[src/rtl/vrf_read_scheduler_pkg.sv]
// -----------------------------------------------------------------------------
// vrf_read_scheduler_pkg
// Shared lane package for the VRF read scheduler. It holds the request field
// widths and the read-request struct used to carry one requester's fields
// through the arbiter mux.
// No ports (package).
// -----------------------------------------------------------------------------
package vrf_read_scheduler_pkg;

  localparam int VS_W    = 5;   // vector register index
  localparam int OFF_W   = 2;   // offset within register group
  localparam int RS_W    = 4;   // read source tag
  localparam int II_W    = 3;   // issuing instruction slot
  localparam int CNT_W   = 16;  // grant counter width

  typedef struct packed {
    logic [VS_W-1:0]  vs;
    logic [OFF_W-1:0] offset;
    logic [RS_W-1:0]  read_source;
    logic [II_W-1:0]  instruction_index;
  } rd_req_t;

endpackage

[src/rtl/vrf_read_scheduler_rr_pointer_arbiter.sv]
// -----------------------------------------------------------------------------
// rr_pointer_arbiter
// Round-robin arbiter with a registered priority pointer. The pointer names
// the requester with highest priority; it moves to the one after the current
// winner only when the grant is actually consumed (fire).
// Ports:
//   clock      rising-edge clock
//   reset      asynchronous active-low reset (pointer -> 0)
//   req        per-requester request vector
//   fire       grant consumed this cycle, advance pointer
//   grant      one-hot grant (zero when no request)
//   grant_idx  binary index of the granted requester
//   any        at least one request present
// -----------------------------------------------------------------------------
module rr_pointer_arbiter #(
  parameter int N = 4
) (
  input  logic                              clock,
  input  logic                              reset,
  input  logic [N-1:0]                      req,
  input  logic                              fire,
  output logic [N-1:0]                      grant,
  output logic [((N > 1) ? $clog2(N) : 1)-1:0] grant_idx,
  output logic                              any
);

  localparam int IW = (N > 1) ? $clog2(N) : 1;

  logic [IW-1:0] ptr_q;
  logic [IW-1:0] ptr_d;
  logic [IW:0]   scan;

  // Scan requesters starting at the pointer, wrapping past N-1 back to 0.
  always_comb begin
    grant     = '0;
    grant_idx = '0;
    any       = 1'b0;
    scan      = '0;
    for (int k = 0; k < N; k++) begin
      scan = {1'b0, ptr_q} + (IW+1)'(k);
      if (scan >= (IW+1)'(N)) begin
        scan = scan - (IW+1)'(N);
      end
      if (!any && req[scan[IW-1:0]]) begin
        any                    = 1'b1;
        grant[scan[IW-1:0]]    = 1'b1;
        grant_idx              = scan[IW-1:0];
      end
    end
  end

  always_comb begin
    ptr_d = (grant_idx == IW'(N-1)) ? '0 : grant_idx + 1'b1;
  end

  always_ff @(posedge clock or negedge reset) begin
    if (!reset) begin
      ptr_q <= '0;
    end else if (fire) begin
      ptr_q <= ptr_d;
    end
  end

endmodule

[src/rtl/vrf_read_scheduler.sv]
// -----------------------------------------------------------------------------
// vrf_read_scheduler
// Arbitrates NREQ read requesters onto a single VRF read port (one grant per
// cycle, round-robin), tracks each accepted read through a LATENCY-deep
// pipeline and steers the returning data back to its requester as a one-hot
// response strobe.
// Ports:
//   clock, reset                 clock / async active-low reset
//   req_valid/req_ready          per-requester request handshake
//   req_vs/offset/readSource/instructionIndex   per-requester request fields
//   vrf_valid/vrf_ready          VRF port handshake (ready = no bank conflict)
//   vrf_vs/offset/readSource/instructionIndex   winning request fields
//   vrf_rdata                    read data, LATENCY cycles after acceptance
//   resp_valid/data/readSource   response to originating requester
//   flush                        drop everything in flight (and this cycle's read)
//   hold                         suppress new grants
//   busy                         any read in flight
//   grant_count                  saturating count of accepted reads
// -----------------------------------------------------------------------------
module vrf_read_scheduler
  import vrf_read_scheduler_pkg::*;
#(
  parameter int NREQ    = 4,
  parameter int LATENCY = 2,
  parameter int DW      = 32
) (
  input  logic                       clock,
  input  logic                       reset,
  input  logic [NREQ-1:0]            req_valid,
  output logic [NREQ-1:0]            req_ready,
  input  logic [NREQ-1:0][VS_W-1:0]  req_vs,
  input  logic [NREQ-1:0][OFF_W-1:0] req_offset,
  input  logic [NREQ-1:0][RS_W-1:0]  req_readSource,
  input  logic [NREQ-1:0][II_W-1:0]  req_instructionIndex,
  output logic                       vrf_valid,
  input  logic                       vrf_ready,
  output logic [VS_W-1:0]            vrf_vs,
  output logic [OFF_W-1:0]           vrf_offset,
  output logic [RS_W-1:0]            vrf_readSource,
  output logic [II_W-1:0]            vrf_instructionIndex,
  input  logic [DW-1:0]              vrf_rdata,
  output logic [NREQ-1:0]            resp_valid,
  output logic [DW-1:0]              resp_data,
  output logic [RS_W-1:0]            resp_readSource,
  input  logic                       flush,
  input  logic                       hold,
  output logic                       busy,
  output logic [CNT_W-1:0]           grant_count
);

  localparam int IW = (NREQ > 1) ? $clog2(NREQ) : 1;

  function automatic logic [CNT_W-1:0] sat_inc(input logic [CNT_W-1:0] v);
    return (&v) ? v : v + 1'b1;
  endfunction

  rd_req_t [NREQ-1:0] reqs;
  rd_req_t            win;
  logic [NREQ-1:0]    grant;
  logic [IW-1:0]      win_idx;
  logic               any_req;
  logic               fire;

  always_comb begin
    for (int i = 0; i < NREQ; i++) begin
      reqs[i] = '{vs:                req_vs[i],
                  offset:            req_offset[i],
                  read_source:       req_readSource[i],
                  instruction_index: req_instructionIndex[i]};
    end
  end

  rr_pointer_arbiter #(.N(NREQ)) u_arb (
    .clock     (clock),
    .reset     (reset),
    .req       (req_valid),
    .fire      (fire),
    .grant     (grant),
    .grant_idx (win_idx),
    .any       (any_req)
  );

  // hold masks the grant but not the arbitration, so the pointer is untouched.
  assign vrf_valid = any_req & ~hold;
  assign fire      = vrf_valid & vrf_ready;
  assign req_ready = (vrf_ready & ~hold) ? grant : '0;

  always_comb begin
    win = vrf_valid ? reqs[win_idx] : '0;
  end

  assign vrf_vs               = win.vs;
  assign vrf_offset           = win.offset;
  assign vrf_readSource       = win.read_source;
  assign vrf_instructionIndex = win.instruction_index;

  // Stage 0 .. LATENCY-1: tracking pipeline aligned with the VRF read latency.
  logic [LATENCY-1:0]           vld_q;
  logic [LATENCY-1:0][IW-1:0]   id_q;
  logic [LATENCY-1:0][RS_W-1:0] tag_q;
  logic [CNT_W-1:0]             grant_count_q;

  // A read accepted during a flush cycle is dropped but still counted and
  // still advances the pointer.
  always_ff @(posedge clock or negedge reset) begin
    if (!reset) begin
      vld_q <= '0;
    end else begin
      vld_q[0] <= fire & ~flush;
      for (int s = 1; s < LATENCY; s++) begin
        vld_q[s] <= vld_q[s-1] & ~flush;
      end
    end
  end

  always_ff @(posedge clock) begin
    id_q[0]  <= win_idx;
    tag_q[0] <= win.read_source;
    for (int s = 1; s < LATENCY; s++) begin
      id_q[s]  <= id_q[s-1];
      tag_q[s] <= tag_q[s-1];
    end
  end

  always_ff @(posedge clock or negedge reset) begin
    if (!reset) begin
      grant_count_q <= '0;
    end else if (fire) begin
      grant_count_q <= sat_inc(grant_count_q);
    end
  end

  // Pipeline exit: data comes straight from the VRF in the exit cycle.
  always_comb begin
    resp_valid      = '0;
    resp_data       = '0;
    resp_readSource = '0;
    if (vld_q[LATENCY-1]) begin
      resp_valid[id_q[LATENCY-1]] = 1'b1;
      resp_data                   = vrf_rdata;
      resp_readSource             = tag_q[LATENCY-1];
    end
  end

  assign busy        = |vld_q;
  assign grant_count = grant_count_q;

endmodule

[config.mk]
export PLATFORM = sky130hd
export DESIGN_NAME = vrf_read_scheduler
export DESIGN_NICKNAME = d
export VERILOG_FILES = /design/src/rtl/vrf_read_scheduler_pkg.sv /design/src/rtl/vrf_read_scheduler_rr_pointer_arbiter.sv /design/src/rtl/vrf_read_scheduler.sv
export SDC_FILE = /design/constraint.sdc
export NUM_CORES = 1
export LEC_CHECK = 0
export ABC_AREA = 0
export ABC_CLOCK_PERIOD_IN_PS = 7200
export CAP_MARGIN = 30
export CELL_PAD_IN_SITES_DETAIL_PLACEMENT = 1
export CELL_PAD_IN_SITES_GLOBAL_PLACEMENT = 1
export CORE_ASPECT_RATIO = 0.7
export CORE_MARGIN = 10
export CORE_UTILIZATION = 27
export CTS_CLUSTER_SIZE = 20
export DETAILED_ROUTE_END_ITERATION = 8
export GPL_TIMING_DRIVEN = 0
export HOLD_SLACK_MARGIN = 0.02
export PLACE_DENSITY_LB_ADDON = 0.1
export REMOVE_ABC_BUFFERS = 1
export SYNTH_ARGS = -nofsm -noshare
export SYNTH_HDL_FRONTEND = slang
export SYNTH_HIERARCHICAL = 1
export SYNTH_SLANG_ARGS = --single-unit
[constraint.sdc]
create_clock -name clock -period 7.2 [get_ports clock]
set_clock_uncertainty 0.15 [all_clocks]
set_input_delay 1.44 -clock clock [delete_from_list [all_inputs] [get_ports clock]]
set_output_delay 1.44 -clock clock [all_outputs]
set_load 0.03 [all_outputs]
[Word-level counts from Yosys, hierarchy flattened]
Cells that the tools add are included.
Word-level totals
  logic and storage cells: 99
  RAM bits: 0
  memories: 0
  bits in latches: 0
  bits in registers: 32
  bits in read-only memories: 0
Operators by class
  eq/ne operators: 1
  shifts and indexed selects: 0
  magnitude comparators: 15
  add/subtract/negate cells: 9
  reduce and logical (&&, ||, !) cells: 14
  mux-type cells: 42
  divide/modulo/power cells: 0
  multiply operators: 0
  bitwise logic cells: 11
Operators by type and width (count)
  $mux 32: 1
  $bmux 14 s2: 1
  $mux 14: 2
  $mux 4: 7
  $lt 2x3->1 const B: 6
  $mux 2: 9
  $add 16x1->16 const B: 1
  $reduce_and 16->1: 1
  $mux 1: 13
  $or 4x4->4: 3
  $demux 1 s2: 5
  $ge 2x1->1 const B: 5
  $ge 3x3->1 const B: 3
  $bmux 1 s2: 4
  $logic_and 1x1->1: 8
  $sub 2x1->2 const B: 4
  $add 2x2->3 const B: 2
  $and 1x1->1: 5
  $add 2x1->3 const B: 1
  $ge 2x3->1 const B: 1
  $logic_not 1->1: 3
  $not 1->1: 3
  $add 2x1->2 const B: 1
  $eq 2x2->1 const B: 1
  other kinds (2): 2

[Depth between registers and ports, before layout]
Gate-level depths: netlist of the first run.
  depth in word-level cells: 17
  mapped depth: 12
  depth with buffers taken out: 10

[Cells and area by module]
Netlist of the first run, hierarchy kept.
Modules (own cells, without submodules)
  vrf_read_scheduler: instances 1, cells each 184, area each 1933.1 µm², seq. area each 690.7 µm²
  rr_pointer_arbiter: instances 1, cells each 69, area each 539.3 µm², seq. area each 50.0 µm²

[Worst setup path after synthesis of the first run]
OpenSTA, ideal clock, no wires.
  kind: input port to output port
  start point: in req_valid[2]
  end point: out vrf_readSource[0]
  path buffers: 1
  arrival: 3.582 ns
  stages: 6
  setup slack: 2.028 ns
  cells stage by stage: mux4_2 > a311o_1 > nand2_1 > clkbuf_1 > mux4_2 > nor2b_1
On the way
  longest elaborated chain between the ends: 15
Ends and longest elaborated chain
  start, declared: RTL line vrf_read_scheduler.sv:29  | input logic [NREQ-1:0] req_valid,
  $bmux 1 s2: RTL line vrf_read_scheduler_rr_pointer_arbiter.sv:44  | if (!any && req[scan[IW-1:0]]) begin
  $mux 1 (implied by the code): RTL line vrf_read_scheduler_rr_pointer_arbiter.sv:44
  $mux 1: RTL line vrf_read_scheduler_rr_pointer_arbiter.sv:44
  $logic_not 1->1: RTL line vrf_read_scheduler_rr_pointer_arbiter.sv:44
  $logic_and 1x1->1: RTL line vrf_read_scheduler_rr_pointer_arbiter.sv:44
  $mux 1: RTL line vrf_read_scheduler_rr_pointer_arbiter.sv:44
  $logic_not 1->1: RTL line vrf_read_scheduler_rr_pointer_arbiter.sv:44
  $logic_and 1x1->1: RTL line vrf_read_scheduler_rr_pointer_arbiter.sv:44
  $mux 1: RTL line vrf_read_scheduler_rr_pointer_arbiter.sv:44
  $logic_not 1->1: RTL line vrf_read_scheduler_rr_pointer_arbiter.sv:44
  $logic_and 1x1->1: RTL line vrf_read_scheduler_rr_pointer_arbiter.sv:44
  $mux 2 *: RTL line vrf_read_scheduler_rr_pointer_arbiter.sv:44
  net win_idx[1]: RTL line vrf_read_scheduler.sv:60  | logic [IW-1:0] win_idx;
  $bmux 14 s2 *: RTL line vrf_read_scheduler.sv:89  | win = vrf_valid ? reqs[win_idx] : '0;
  $mux 14 (implied by the code) *: RTL line vrf_read_scheduler.sv:89
  $mux 14 *: RTL line vrf_read_scheduler.sv:89
  end, declared: RTL line vrf_read_scheduler.sv:39  | output logic [RS_W-1:0] vrf_readSource,
The timed path passes the listed nets; every way through them passes the cells marked *. The select of a mux whose other input is x is not followed.

[Worst setup path after layout of the first run]
  start point: in req_valid[3]
  end point: out vrf_offset[0]
On the way
  longest elaborated chain between the ends: 15
Ends and longest elaborated chain
  $bmux 1 s2: RTL line vrf_read_scheduler_rr_pointer_arbiter.sv:44
  $mux 1 (implied by the code): RTL line vrf_read_scheduler_rr_pointer_arbiter.sv:44
  $mux 1: RTL line vrf_read_scheduler_rr_pointer_arbiter.sv:44
  $logic_not 1->1: RTL line vrf_read_scheduler_rr_pointer_arbiter.sv:44
  $logic_and 1x1->1: RTL line vrf_read_scheduler_rr_pointer_arbiter.sv:44
  $mux 1: RTL line vrf_read_scheduler_rr_pointer_arbiter.sv:44
  $logic_not 1->1: RTL line vrf_read_scheduler_rr_pointer_arbiter.sv:44
  $logic_and 1x1->1: RTL line vrf_read_scheduler_rr_pointer_arbiter.sv:44
  $mux 1: RTL line vrf_read_scheduler_rr_pointer_arbiter.sv:44
  $logic_not 1->1: RTL line vrf_read_scheduler_rr_pointer_arbiter.sv:44
  $logic_and 1x1->1: RTL line vrf_read_scheduler_rr_pointer_arbiter.sv:44
  $mux 2 *: RTL line vrf_read_scheduler_rr_pointer_arbiter.sv:44
  net win_idx[0]: RTL line vrf_read_scheduler.sv:60
  $bmux 14 s2 *: RTL line vrf_read_scheduler.sv:89
  $mux 14 (implied by the code) *: RTL line vrf_read_scheduler.sv:89
  $mux 14 *: RTL line vrf_read_scheduler.sv:89
  end, declared: RTL line vrf_read_scheduler.sv:38  | output logic [OFF_W-1:0] vrf_offset,
Marks and branches as above.

==> results_dict.tcl, run 1 <==
set metrics [dict create \
    outcome "completed" \
    die_area_mm2 0.01345 \
    area_growth_pct 81.58 \
    ys.flop_type "dfrtp_1" \
    ys_ff_latch 32 \
    final_max_slew_viol_count 0 \
    post-route-period-util_pct 91.31 \
    power.density_mw_per_mm2 333.7 \
    root_buffer "clkbuf_16" \
    place_hpwl_um 8606 \
    use_met1_pct 16.84 \
    grt_start_max_net_pins 42 \
    hold_path_startpoint "tag_q[2]$_DFF_P_" \
    synthAdderAreaFrac_pct 3.543 \
    r2r_setup_slack_ns 3.65 \
    firstDrtPassIters 4 \
    hp-class "flop to flop" \
    maxSlewHeadroom_pct 37.18 \
    worstSetupPathType "input pin to output port" \
    synth_area_mm2 0.002472 \
    synth_xor_area_share_pct 1.417 \
    yosys_warnings 6 \
    num-nets-final 527 \
    grt_pass1_wl_um 15970 \
    use_met2_pct 27.52 \
    io_pins 173 \
    layout_common_cells "clkdlybuf4s50_1 (172), and2_1 (42), dfrtp_1 (20), nor2b_1 (17), mux4_2 (16)" \
    hold_slack_ns 0.1744 \
    h-tree-depth 2 \
    fmax_mhz 152.1 \
    fin_cells 548 \
    gp_congestion 0.7979 \
    cts_buffers 5 \
    numPortBuffers 172 \
    grt_overflow 0 \
    clock-sinks 32 \
    gr-usage-met3_pct 3.044 \
    grt_pass1_vias 2703 \
    start_util_pct 27.47 \
    layout_commonest_cell "clkdlybuf4s50_1" \
    routed_via_density 4.763 \
    die_w_um 134.4 \
    synth_top_family_by_area "simple AND/OR/NAND/NOR gates" \
    path_max_fanout 12 \
    ant_nets 0 \
    hold_buffers 0 \
    muxShareOfSynthArea_pct 18.32 \
    drive_gt1_share_pct 9.670 \
    antenna_found_initial 0 \
    grt_usage_pct 14.70 \
    tritoncts "done" \
    ctsResizeCount 0 \
    die_y_um 100.1 \
    rows 29 \
    startpoint_type "input pin" \
    path_clk_slew_ns 0.05 \
    synth_compound_area_share_pct 11.18 \
    min_to "tag_q[6]$_DFF_P_" \
    end_kind "output port" \
    r2r_cells 7 \
    finalCriticalPeriod_ns 6.574 \
    worst_pin_slew_ns 0.9423 \
    core_mm2 0.008999 \
    p_leak_nw 1.761 \
    diodes 0 \
    drc 0 \
    final-setup-viol-count 0 \
    dp.cells 539 \
    wire_per_inst_um 18.75 \
    grt-busiest-layer "met2" \
    synthArstFlopShare_pct 62.50 \
    reg2reg_to "tag_q[3]$_DFF_P_" \
    worstPathArrival_ns 4.98 \
    clk_path_buf_depth 2 \
    clk_latency_ns 0.27 \
    syn_area_per_cell_um2 9.772 \
    vdd_drop_max_mv 0.1863 \
    rsz0062_at_grt "no" \
    synth-simple-area-share_pct 31.68 \
    drt_first_iter_violations 77 \
    yosysSeqAreaShare_pct 29.96 \
    routed_wl_um 10280 \
    postCtsSetupBuffers 0 \
    netlist_instances 253 \
    hold_path_depth 0 \
    ys_types 55 \
    hold_violations 0 \
    synth_edf_count 0 \
    worstReg2RegStart "u_arb/ptr_q[1]$_DFFE_PN0P_" \
    num_vias 2610 \
    cap_viol_max_count 0 \
    critPathRequiredTime_ns 5.61 \
]
==> logic make-up after synthesis <==
family	Yosys count
AOI/OAI and AO/OA	40
buffers and inverters	22
and+or+nand+nor	126
DFF	32
adders and majority gates	7
xor gates and xnor gates	4
muxes	22
==> critical path: stages <==
cell and delay (ns):
clkdlybuf4s50_1 0.55, nand2_1 0.10, a32oi_1 0.80, o21bai_1 0.26, o2bb2ai_2 0.31, buf_8 0.24
mux4_2 0.50, nor2b_1 0.15, clkdlybuf4s50_1 0.64
==> sequential cells by signal, indices dropped and copies added, names as in the netlist, named ones only <==
name	count
id_q	4
tag_q	8
grant_count	16
vld_q	2
u_arb/ptr_q	1
==> routing by layer <==
layer | wire [um] | share of wire [%]
met2 | 5406 | 53
met3 | 448 | 4.4
met4 | 135 | 1.3
met5 | 0 | 0
met1 | 4285 | 42
==> cell type report <==
| type | instances | area [um2] |
|---|---|---|
| Fill cell | 1064 | 4509 |
| Sequential cell | 32 | 740.7 |
| Inverter | 11 | 41.29 |
| Timing Repair Buffer | 174 | 1752 |
| Clock buffer | 7 | 153.9 |
| Clock inverter | 1 | 5.005 |
| Multi-Input combinational cell | 199 | 1642 |
| Tap cell | 124 | 155.1 |
==> worst max path at each step <==
stage / endpoint / startpoint / slack, ns / depth (start not counted)
final: vrf_offset[0] / req_valid[3] / 0.63 / 9
after global routing: vrf_vs[0] / req_valid[3] / 0.30 / 9
after floorplan: vrf_readSource[0] / req_valid[2] / 1.54 / 6
after CTS: vrf_offset[0] / req_valid[3] / 0.55 / 9
after detailed placement: vrf_offset[0] / req_valid[3] / 0.52 / 9
after global placement: vrf_readSource[3] / req_valid[2] / -0.11 / 8
==> power by group <==
| part | leakage (nW) | internal, mW | switching [mW] |
|---|---|---|---|
| sequential | 0.363 | 0.232 | 0.0608 |
| combinational | 1.32 | 0.487 | 0.496 |
| clock | 0.0790 | 0.149 | 0.0741 |
| total | 1.76 | 0.867 | 0.631 |
==> metrics by stage <==
step	setup WS [ns]	utilization (%)	setup TNS, ns	power [mW]	area [um2]
after global routing	0.3004	49.89	0	1.602	4489
after floorplan	1.544	-	0	0.9293	2417
after CTS	0.5460	49.72	0	1.520	4474
after detailed placement	0.5236	47.96	0	1.292	4315
after global placement	-0.1147	47.72	-0.9270	1.253	4294
final	0.6260	49.89	0	1.498	4489
==> cells in the mapped netlist (3+ instances only) <==
| cell type | count | area share, % |
|---|---|---|
| nand3_1 | 10 | 2.0 |
| a221o_1 | 4 | 1.6 |
| a21oi_1 | 9 | 1.8 |
| dfxtp_1 | 12 | 9.7 |
| a31oi_1 | 3 | 0.76 |
| nand4_1 | 3 | 0.76 |
| dfrtp_1 | 20 | 20 |
| ha_1 | 7 | 3.5 |
| and2_1 | 42 | 11 |
| o21ai_0 | 8 | 1.6 |
| nor2b_1 | 17 | 4.3 |
| nor3_1 | 4 | 0.81 |
| inv_1 | 10 | 1.5 |
| mux4_2 | 16 | 15 |
| nor2_1 | 14 | 2.1 |
| xor2_1 | 3 | 1.1 |
| clkbuf_1 | 7 | 1.1 |
| nand2b_1 | 4 | 1.0 |
| nand2_1 | 13 | 2.0 |
| mux2_4 | 3 | 1.8 |
| a22oi_1 | 4 | 1.2 |
Note: power is estimated with default switching activity, not from simulation.
==> inputs of run 2 (changes only) <==
--- a/config.mk
+++ b/config.mk
@@ -18,6 +18,7 @@
 export GPL_TIMING_DRIVEN = 0
 export HOLD_SLACK_MARGIN = 0.02
 export PLACE_DENSITY_LB_ADDON = 0.1
+export RECOVER_POWER = 25
 export REMOVE_ABC_BUFFERS = 1
 export SYNTH_ARGS = -nofsm -noshare
 export SYNTH_HDL_FRONTEND = slang
==> run 2 against run 1 <==
Critical path depth did not move. Via count barely moved. Global-route usage did not move. Fmax barely moved. Sequential cell count did not move. Die area did not move. Combinational power barely moved. Clock power barely moved. Wire length barely moved. Non-clock buffer count did not move. Sequential share of layout area barely moved. Setup slack barely moved.
==> results_dict.tcl, run 2 (same netlist as run 1, synthesis figures left out) <==
set metrics [dict create \
    grt-busiest-layer "met2" \
    worstPathArrival_ns 4.98 \
    die_w_um 134.4 \
    antenna_found_initial 0 \
    fillers 1066 \
    layout_common_cells "clkdlybuf4s50_1 (165), and2_1 (42), dfrtp_1 (20), nor2b_1 (17), mux4_2 (16)" \
    drc 0 \
    slowest_delay_ns 0.80 \
    post-route-period-util_pct 91.30 \
    hold_violations 0 \
    hp-class "flop to flop" \
    vdd_drop_max_mv 0.1863 \
    cts_buffers 5 \
    slowest_stage "a32oi_1" \
    worst_pin_slew_ns 0.9421 \
    numPortBuffers 172 \
    routed_via_density 4.761 \
    final_max_slew_viol_count 0 \
    dp.cells 539 \
    r2r_setup_slack_ns 3.65 \
    firstDrtPassIters 4 \
    drive_gt1_share_pct 9.434 \
    worstSetupPathType "input pin to output port" \
    gr-usage-met3_pct 3.044 \
    path_max_fanout 12 \
    gp_congestion 0.7979 \
    area_growth_pct 81.12 \
    postCtsSetupBuffers 0 \
    grt_pass1_vias 2703 \
    worstReg2RegStart "u_arb/ptr_q[1]$_DFFE_PN0P_" \
    diodes 0 \
    clock-sinks 32 \
    wire_per_inst_um 18.75 \
    place_hpwl_um 8606 \
    clk_latency_ns 0.27 \
    drt_first_iter_violations 76 \
    io_pins 173 \
    grt_start_max_net_pins 42 \
    fin_total_pwr_mw 1.495 \
    use_met2_pct 27.52 \
    tns_ns 0 \
    fin_cells 548 \
    die_area_mm2 0.01345 \
    hold_path_depth 0 \
    start_util_pct 27.47 \
    layout_commonest_cell "clkdlybuf4s50_1" \
    clk_path_buf_depth 2 \
    power.density_mw_per_mm2 333.8 \
    outcome "completed" \
    hold_path_startpoint "tag_q[2]$_DFF_P_" \
    hold_buffers 0 \
    tritoncts "done" \
    path_clk_slew_ns 0.05 \
    h-tree-depth 2 \
    die_y_um 100.1 \
    grt_pass1_wl_um 15970 \
    largest_register_ff_count 16 \
    hold_slack_ns 0.1744 \
    num-nets-final 527 \
    min_to "tag_q[6]$_DFF_P_" \
    root_buffer "clkbuf_16" \
    fmax_mhz 152.1 \
    routed_wl_um 10270 \
    r2r_cells 7 \
    maxSlewHeadroom_pct 37.19 \
    startpoint_type "input pin" \
    final-setup-viol-count 0 \
    crit_top_cell "clkdlybuf4s50_1" \
    reg2reg_to "tag_q[3]$_DFF_P_" \
    ant_nets 0 \
    grt_usage_pct 14.70 \
    critPathRequiredTime_ns 5.61 \
    p_leak_nw 1.767 \
    rows 29 \
    core_mm2 0.008999 \
    rsz0062_at_grt "no" \
    use_met1_pct 16.84 \
    cap_viol_max_count 0 \
    ctsResizeCount 0 \
    end_kind "output port" \
    finalCriticalPeriod_ns 6.574 \
    cp_cell_sequence "clkdlybuf4s50_1, nand2_1, a32oi_1, o21bai_1, o2bb2ai_2, buf_8, mux4_2, nor2b_1, clkdlybuf4s50_1" \
    grt_overflow 0 \
    num_vias 2609 \
]
-- run 2: changes by cell type in the layout (fill, tap and decap cells not counted) --
cell             change
clkdlybuf4s50_1      -7
dlygate4sd3_1        +7
buf_8                -1
clkbuf_1             +1
-- run 2: layout make-up --
cell class	instances	area [um2]	share of cell area [%]
repair buffers	174	1740	38.87
multi-input cells	199	1642	36.66
flip-flops and latches	32	740.7	16.54
well taps	124	155.1	3.465
clock buffers	7	153.9	3.437
inverters	11	41.29	0.9220
clock inverters	1	5.005	0.1118
-- run 2: worst max path at each step --
stage	start	endpoint	depth (start not counted)
CTS	req_valid[3]	vrf_offset[0]	9
floorplan	req_valid[2]	vrf_readSource[0]	6
global placement	req_valid[2]	vrf_readSource[3]	8
global route	req_valid[3]	vrf_vs[0]	9
detailed placement	req_valid[3]	vrf_offset[0]	9
finish	req_valid[3]	vrf_offset[0]	9
-- run 2: power breakdown --
group,leakage (nW),switching [mW],internal (mW)
sequential,0.363,0.0605,0.232
clock,0.0790,0.0741,0.149
combinational,1.32,0.496,0.484
-- run 2: worst max-delay path: cells and delay by family --
kind	cells	cell delay [ns]
buffers and inverters	3	1.43
AOI/OAI and AO/OA	3	1.37
muxes	1	0.50
and+or+nand+nor	2	0.25
-- run 2: per-layer routing --
layer	up-vias	routed length, um
li1	1255	-
met1	1263	4283
met2	85	5406
met3	6	448
met4	0	135
met5	-	0
-- run 2: stage by stage --
stage | utilization, % | setup slack [ns] | area, um2
finish | 49.76 | 0.6262 | 4478
global route | 49.76 | 0.3004 | 4478
CTS | 49.72 | 0.5460 | 4474
detailed placement | 47.96 | 0.5236 | 4315
global placement | 47.72 | -0.1147 | 4294
floorplan | - | 1.544 | 2417
==> inputs of run 3 (changes only) <==
--- a/config.mk
+++ b/config.mk
@@ -20,6 +20,7 @@
 export PLACE_DENSITY_LB_ADDON = 0.1
 export RECOVER_POWER = 25
 export REMOVE_ABC_BUFFERS = 1
+export SETUP_SLACK_MARGIN = 0.3
 export SYNTH_ARGS = -nofsm -noshare
 export SYNTH_HDL_FRONTEND = slang
 export SYNTH_HIERARCHICAL = 1
==> constraint.sdc (replaced) <==
create_clock -name clock -period 7.2 [get_ports clock]
set_clock_uncertainty 0.15 [all_clocks]
set_input_delay 0.72 -clock clock [delete_from_list [all_inputs] [get_ports clock]]
set_output_delay 0.72 -clock clock [all_outputs]
set_load 0.03 [all_outputs]
==> results of run 3 <==
The final DEF is identical to that of run 2. Status: completed.
Among the figures that moved: setup slack after placement 0.5236 ns -> 1.964 ns; setup slack after layout 0.6262 ns -> 2.066 ns
